===== config.mk =====
export PLATFORM = sky130hd
export DESIGN_NAME = led_pattern_gen
export DESIGN_NICKNAME = d
export VERILOG_FILES = /design/src/rtl/led_pkg.sv /design/src/rtl/led_channel.sv /design/src/rtl/led_pattern_gen.sv
export SDC_FILE = /design/constraint.sdc
export NUM_CORES = 1
export LEC_CHECK = 0
export ABC_AREA = 1
export BUFFER_PORTS_ARGS = -buffer_cell sky130_fd_sc_hd__clkbuf_2
export CELL_PAD_IN_SITES_DETAIL_PLACEMENT = 0
export CELL_PAD_IN_SITES_GLOBAL_PLACEMENT = 1
export CORE_MARGIN = 2
export CORE_UTILIZATION = 48
export CTS_BUF_LIST = sky130_fd_sc_hd__clkbuf_2
export DETAILED_ROUTE_END_ITERATION = 12
export HOLD_SLACK_MARGIN = 0.06
export PLACE_DENSITY = 0.86
export SLEW_MARGIN = 40
export SYNTH_ARGS = -nofsm -noshare
export SYNTH_HDL_FRONTEND = slang
export SYNTH_SLANG_ARGS = --single-unit

===== constraint.sdc =====
create_clock -name i_sys_clk -period 2.5 [get_ports i_sys_clk]
set_input_delay 0.5 -clock i_sys_clk [delete_from_list [all_inputs] [get_ports i_sys_clk]]
set_output_delay 0.5 -clock i_sys_clk [all_outputs]
set_load 0.1 [all_outputs]

===== src/rtl/led_pkg.sv =====
// Shared types for the LED pattern generator: channel modes and the per-channel
// configuration word carried from the write port into each channel.
package led_pkg;

  typedef enum logic [1:0] {
    LED_OFF     = 2'd0,
    LED_ON      = 2'd1,
    LED_BLINK   = 2'd2,
    LED_BREATHE = 2'd3
  } led_mode_e;

  // Widest period field a channel can be built with; narrower builds zero-extend.
  localparam int LED_MAX_PERIOD_BITS = 16;

  typedef logic [LED_MAX_PERIOD_BITS-1:0] led_period_t;

  typedef struct packed {
    led_mode_e   mode;
    led_period_t period;
  } led_cfg_t;

  // A zero period would never match phase == period-1, so it is promoted to 1.
  function automatic led_period_t led_fix_period(input led_period_t p);
    return (p == '0) ? led_period_t'(1) : p;
  endfunction

endpackage


===== src/rtl/led_channel.sv =====
// One LED channel: holds its mode/period and runs the blink toggle or the
// triangular breathe duty ramp on the shared tick, producing a raw level.
module led_channel
  import led_pkg::*;
#(
  parameter int PWM_BITS    = 7,
  parameter int PERIOD_BITS = 12
) (
  input  logic                clk,
  input  logic                rst_n,
  input  logic                tick,
  input  logic [PWM_BITS-1:0] pwm_cnt,
  input  logic                wr,
  input  led_cfg_t            cfg,
  output logic                level
);

  localparam logic [PWM_BITS-1:0] DUTY_MAX = '1;

  led_cfg_t               cfg_q;
  logic [PERIOD_BITS-1:0] phase;
  logic                   blink_q;
  logic [PWM_BITS-1:0]    duty;
  logic                   dir_up;
  logic                   wrap;
  logic                   timed;

  assign wrap  = (led_period_t'(phase) == (cfg_q.period - led_period_t'(1)));
  assign timed = (cfg_q.mode == LED_BLINK) || (cfg_q.mode == LED_BREATHE);

  // A write takes priority over a tick arriving in the same cycle.
  always_ff @(posedge clk or negedge rst_n) begin
    if (!rst_n) begin
      cfg_q   <= '{mode: LED_OFF, period: led_period_t'(1)};
      phase   <= '0;
      blink_q <= 1'b0;
      duty    <= '0;
      dir_up  <= 1'b1;
    end else if (wr) begin
      cfg_q   <= '{mode: cfg.mode, period: led_fix_period(cfg.period)};
      phase   <= '0;
      blink_q <= 1'b0;
      duty    <= '0;
      dir_up  <= 1'b1;
    end else if (tick && timed) begin
      if (wrap) begin
        phase <= '0;
        if (cfg_q.mode == LED_BLINK) begin
          blink_q <= ~blink_q;
        end else if (dir_up) begin
          if (duty == DUTY_MAX) begin
            dir_up <= 1'b0;
            duty   <= duty - PWM_BITS'(1);
          end else begin
            duty <= duty + PWM_BITS'(1);
          end
        end else if (duty == '0) begin
          dir_up <= 1'b1;
          duty   <= duty + PWM_BITS'(1);
        end else begin
          duty <= duty - PWM_BITS'(1);
        end
      end else begin
        phase <= phase + PERIOD_BITS'(1);
      end
    end
  end

  always_comb begin
    level = 1'b0;
    case (cfg_q.mode)
      LED_ON:      level = 1'b1;
      LED_BLINK:   level = blink_q;
      LED_BREATHE: level = (pwm_cnt < duty);
      default:     level = 1'b0;
    endcase
  end

endmodule


===== src/rtl/led_pattern_gen.sv =====
// Multi-channel LED pattern generator: shared tick prescaler and PWM counter,
// write decode into N_CH channels, and a registered polarity-corrected output.
module led_pattern_gen
  import led_pkg::*;
#(
  parameter int N_CH        = 4,
  parameter int CLK_HZ      = 27000000,
  parameter int TICK_HZ     = 1000,
  parameter int PWM_BITS    = 7,
  parameter int PERIOD_BITS = 12,
  parameter bit ACTIVE_LOW  = 1'b1,
  localparam int CH_W       = (N_CH > 1) ? $clog2(N_CH) : 1
) (
  input  logic                   i_sys_clk,
  input  logic                   i_rst_n,
  input  logic                   i_wr_en,
  input  logic [CH_W-1:0]        i_wr_ch,
  input  logic [1:0]             i_wr_mode,
  input  logic [PERIOD_BITS-1:0] i_wr_period,
  output logic [N_CH-1:0]        o_led,
  output logic                   o_tick
);

  localparam int DIV   = CLK_HZ / TICK_HZ;
  localparam int CNT_W = $clog2(DIV);

  logic [CNT_W-1:0]    presc;
  logic [PWM_BITS-1:0] pwm_cnt;
  logic [N_CH-1:0]     level;
  led_cfg_t            wr_cfg;

  assign o_tick = (presc == CNT_W'(DIV - 1));

  always_ff @(posedge i_sys_clk or negedge i_rst_n) begin
    if (!i_rst_n) begin
      presc   <= '0;
      pwm_cnt <= '0;
    end else begin
      presc   <= o_tick ? '0 : presc + CNT_W'(1);
      pwm_cnt <= pwm_cnt + PWM_BITS'(1);
    end
  end

  // PERIOD_BITS is expected not to exceed LED_MAX_PERIOD_BITS.
  assign wr_cfg = '{mode: led_mode_e'(i_wr_mode), period: led_period_t'(i_wr_period)};

  for (genvar g = 0; g < N_CH; g++) begin : g_ch
    logic wr_sel;
    // Channel indices at or beyond N_CH never match, so such writes are dropped.
    assign wr_sel = i_wr_en && (i_wr_ch == CH_W'(g));

    led_channel #(
      .PWM_BITS    (PWM_BITS),
      .PERIOD_BITS (PERIOD_BITS)
    ) u_ch (
      .clk     (i_sys_clk),
      .rst_n   (i_rst_n),
      .tick    (o_tick),
      .pwm_cnt (pwm_cnt),
      .wr      (wr_sel),
      .cfg     (wr_cfg),
      .level   (level[g])
    );
  end

  always_ff @(posedge i_sys_clk or negedge i_rst_n) begin
    if (!i_rst_n) begin
      o_led <= {N_CH{ACTIVE_LOW}};
    end else begin
      o_led <= level ^ {N_CH{ACTIVE_LOW}};
    end
  end

endmodule


==> impl_summary.log <==
[metrics] worst-case headroom to the max-slew limit: 55.8%
[metrics] startpoint type of the worst setup path: flip-flop
[metrics] logic gate share of total power: 34.7%
[metrics] largest net degree at the start of global routing: 44
[metrics] crit path time final: 2570 ps
[metrics] Switching Share: 41.0%
[metrics] Yosys warning count: 0
[metrics] Die Area: 24200 um2
[metrics] Pre-Repair DR Iteration Count: 6
[metrics] input/output buffers: 23
[metrics] post-synth cell types: 40
[metrics] P_sw: 0.00312 W
[metrics] synthesis-to-finish area growth: 9.53%
[metrics] CTS root buffer: clkbuf_2
[metrics] top_reg_cell synth: dfrtp_1
[metrics] area of the mapped netlist: 11000 um2
[metrics] violations in the final reports: setup timing
[metrics] number of flops mapped to enable cells by yosys: 0
[metrics] clock latency at the later pin of the worst-skew pair: 730 ps
[metrics] skew final: 54.2 ps
[metrics] utilization after layout: 53.5%
[metrics] vias in the first global route: 9263
[metrics] die height: 156 um
[metrics] dpl hpwl: 20600 um
[metrics] count of state elements after synthesis: 166
[metrics] critical path class: flip-flop to primary output
[metrics] TritonCTS clock tree: yes
[metrics] layout cells sized above 1: 7.85%
[metrics] Slowest cell on crit path: dfrtp_1
[metrics] final RePlAce weighted congestion: 0.886
[metrics] initial antenna violation count: 1
[metrics] Crit path arrival time: 2070 ps
[metrics] average detailed-routed wire length per instance: 14.4 um
[metrics] clock transition time at the flip-flop clock pins of the worst setup and hold paths: 270 ps
[metrics] worst path cell trace: ha_4 -> nand2_2 -> nor3_2 -> nand2_1 -> nor3_4 -> buf_6 -> buf_12
[metrics] maximum clock insertion buffer count: 2
[metrics] final number of hold-violating endpoints: 0
[metrics] actual transition at the worst max-transition pin: 662 ps
[metrics] commonest cells after routing, fill and taps aside: 448 x nand2_1, 198 x inv_1, 165 x nor2_1
[metrics] part of the total power dissipated in the clock network: 19.4%
[metrics] Cell Rows: 55
[metrics] Power, Total: 0.00761 W
[metrics] path category of the worst min-delay check: input pin to flip-flop
[metrics] htree depth: 4
[metrics] Reg area: 4170 um2
[metrics] RSZ-0062 raised after global routing: yes
[metrics] number of nets with antenna violations after detailed routing: 0
[metrics] count of boundary I/O pins: 24
[metrics] internal cell power: 0.00449 W
[metrics] DRC violation total after the first TritonRoute iteration: 721
[metrics] Pwr Density: 629 nW/um2
[metrics] sequential fraction of design power: 45.9%
[metrics] Core Region: 22600 um2
[metrics] standby leakage power: 6.07 nW
[metrics] total CTS buffers: 17
[metrics] vias after detailed routing: 9817
[metrics] maximum capacitance violations: 0
[metrics] # fillers: 2226
[metrics] mean cell area of the mapped netlist: 7.12 um2
[metrics] final setup slack of the worst path: -73.0 ps
[metrics] sinks on the clock net: 166
[metrics] sequential-to-total area share from yosys stat: 37.7%
[metrics] wire length of the first global-routing pass: 45800 um
[metrics] All-Layer GR Usage: 23.6%
[metrics] # DRC: 0
[metrics] initial core utilization: 48.8%
[metrics] Final setup violation count: 1
[metrics] largest stage delay on the critical path: 460 ps
[metrics] proportion of synthesized flip-flops having asynchronous set or reset: 100%
[metrics] fin crit share: 103%
[metrics] net count after synthesis: 1617
[metrics] run status: finished, violations left
[metrics] number of nets in the layout: 1670
[metrics] total negative slack for setup checks: -73.0 ps
[metrics] achievable frequency: 389 MHz
[metrics] endpoint type of the worst setup path: primary output
[metrics] maximum fanout encountered on the critical timing path: 2
[metrics] Hold WS: 162 ps
[metrics] area of combinational cells with multiple inputs: 6060 um2
[metrics] most common library cell in the layout ignoring fill and taps: nand2_1
[metrics] Die Span X: 156 um
[metrics] final global-route overflow total: 0
[metrics] number of cells produced by synthesis: 1552
[metrics] largest voltage drop on the vdd net: 0.000283 V
[metrics] Total Wirelength: 27400 um
[metrics] Final Max Tran Viols: 0
[metrics] average vias per placed instance: 5.16
[metrics] required arrival time at the worst endpoint: 2000 ps
## area by class of cell
class                      count  area share (%)
multi-input combinational   1154            50.1
sequential                   166            34.4
inverter                     200            6.20
timing repair buffer          66            4.29
tap                          285            2.95
clock inverter                14            1.24
clock buffer                  18           0.744
antenna                        1          0.0207
## cell usage after synthesis, types with 3 or more instances
| library cell | n | area share (%) |
|---|---|---|
| a21oi_1 | 37 | 1.7 |
| a22oi_1 | 4 | 0.27 |
| a31oi_1 | 3 | 0.17 |
| buf_2 | 9 | 0.41 |
| clkbuf_1 | 20 | 0.68 |
| dfrtp_1 | 154 | 35 |
| dfstp_2 | 12 | 2.9 |
| ha_1 | 46 | 5.2 |
| inv_1 | 198 | 6.7 |
| nand2_1 | 450 | 15 |
| nand2_2 | 3 | 0.17 |
| nand3_1 | 94 | 4.3 |
| nand3_2 | 3 | 0.27 |
| nand3b_1 | 6 | 0.41 |
| nand4_1 | 58 | 3.3 |
| nor2_1 | 167 | 5.7 |
| nor3_1 | 29 | 1.3 |
| nor4_1 | 5 | 0.28 |
| o211ai_1 | 9 | 0.61 |
| o21ai_0 | 98 | 4.4 |
| o22ai_1 | 25 | 1.4 |
| or2_2 | 4 | 0.23 |
| xnor2_1 | 22 | 1.7 |
| xor2_1 | 75 | 5.9 |
## layer usage
layer	vias up	GRT usage, %	part of all wire, %
li1	5128	-	-
met1	4500	31.9	48
met2	162	39.3	46
met3	27	4.31	3.9
met4	0	5.90	2.0
met5	-	0	0
## what timing repair did
action,CTS,global route
setup buffers,5,2
hold buffers,11,0
pin swaps,3,3
gates resized for setup,2,10
endpoints found under the hold margin,173,0
setup endpoints to repair,1,36
## metrics by stage
stage / setup WS [ps] / instance area, um2 / instances
finish: -73.0 / 12100 / 1904
global route: -264 / 12100 / 1904
CTS: -189 / 12000 / 1901
detailed placement: 170 / 11600 / 1853
global placement: 194 / 11600 / 1853
floorplan: -170 / 11100 / 1552
## worst max-delay path, delay by kind of cell, from the launching register on
kind / cells / cell delay, ps
AND/OR/NAND/NOR: 4 / 420
flip-flops: 1 / 460
buffers and inverters: 2 / 300
adder cells (fa/ha/maj): 1 / 160
## path summary, 6_finish.rpt
kind	start	to	slack, ps	depth (start not counted)
min in group asynchronous	i_rst_n	presc[7]	180	2
max in group asynchronous	i_rst_n	o_led[2]	1550	3
max reg2reg	g_ch[3].u_ch.cfg_q[0]	g_ch[3].u_ch.duty[1]	210	14
min reg2reg	g_ch[2].u_ch.blink_q	o_led[2]	480	1
max	presc[1]	o_tick	-70	7
min	i_wr_period[7]	g_ch[1].u_ch.cfg_q[7]	160	3
## power groups by stage
| stage | logic (W) | registers (W) | clock network [W] |
|---|---|---|---|
| after detailed placement | 0.00261 | 0.00354 | 0 |
| after global routing | 0.00308 | 0.00356 | 0.00164 |
| after CTS | 0.00264 | 0.00349 | 0.00155 |
| after floorplan | 0.00196 | 0.00354 | 0 |
| final | 0.00264 | 0.00349 | 0.00148 |
| after global placement | 0.00258 | 0.00353 | 0 |
## sequential cells by signal, indices dropped and copies added (netlist names)
register and count:
g_ch.u_ch.cfg_q 56, g_ch.u_ch.duty 28, presc 15, g_ch.u_ch.dir_up 4, o_led 4, g_ch.u_ch.blink_q 4, g_ch.u_ch.phase 48, pwm_cnt 7
## cells by family (layout without fill, tap and decap cells)
kind of cell | count (synthesis) | in the layout | synth area share (%)
DFF | 166 | 166 | 37.7
muxes | 2 | 2 | 0.181
xor gates and xnor gates | 98 | 98 | 7.90
adders and majority gates | 46 | 46 | 5.21
other | 0 | 1 | 0
and+or+nand+nor | 826 | 826 | 31.8
AOI/OAI and AO/OA | 182 | 182 | 9.07
buffers and inverters | 232 | 298 | 8.15
No activity file was read; power rests on OpenSTA's default activity.
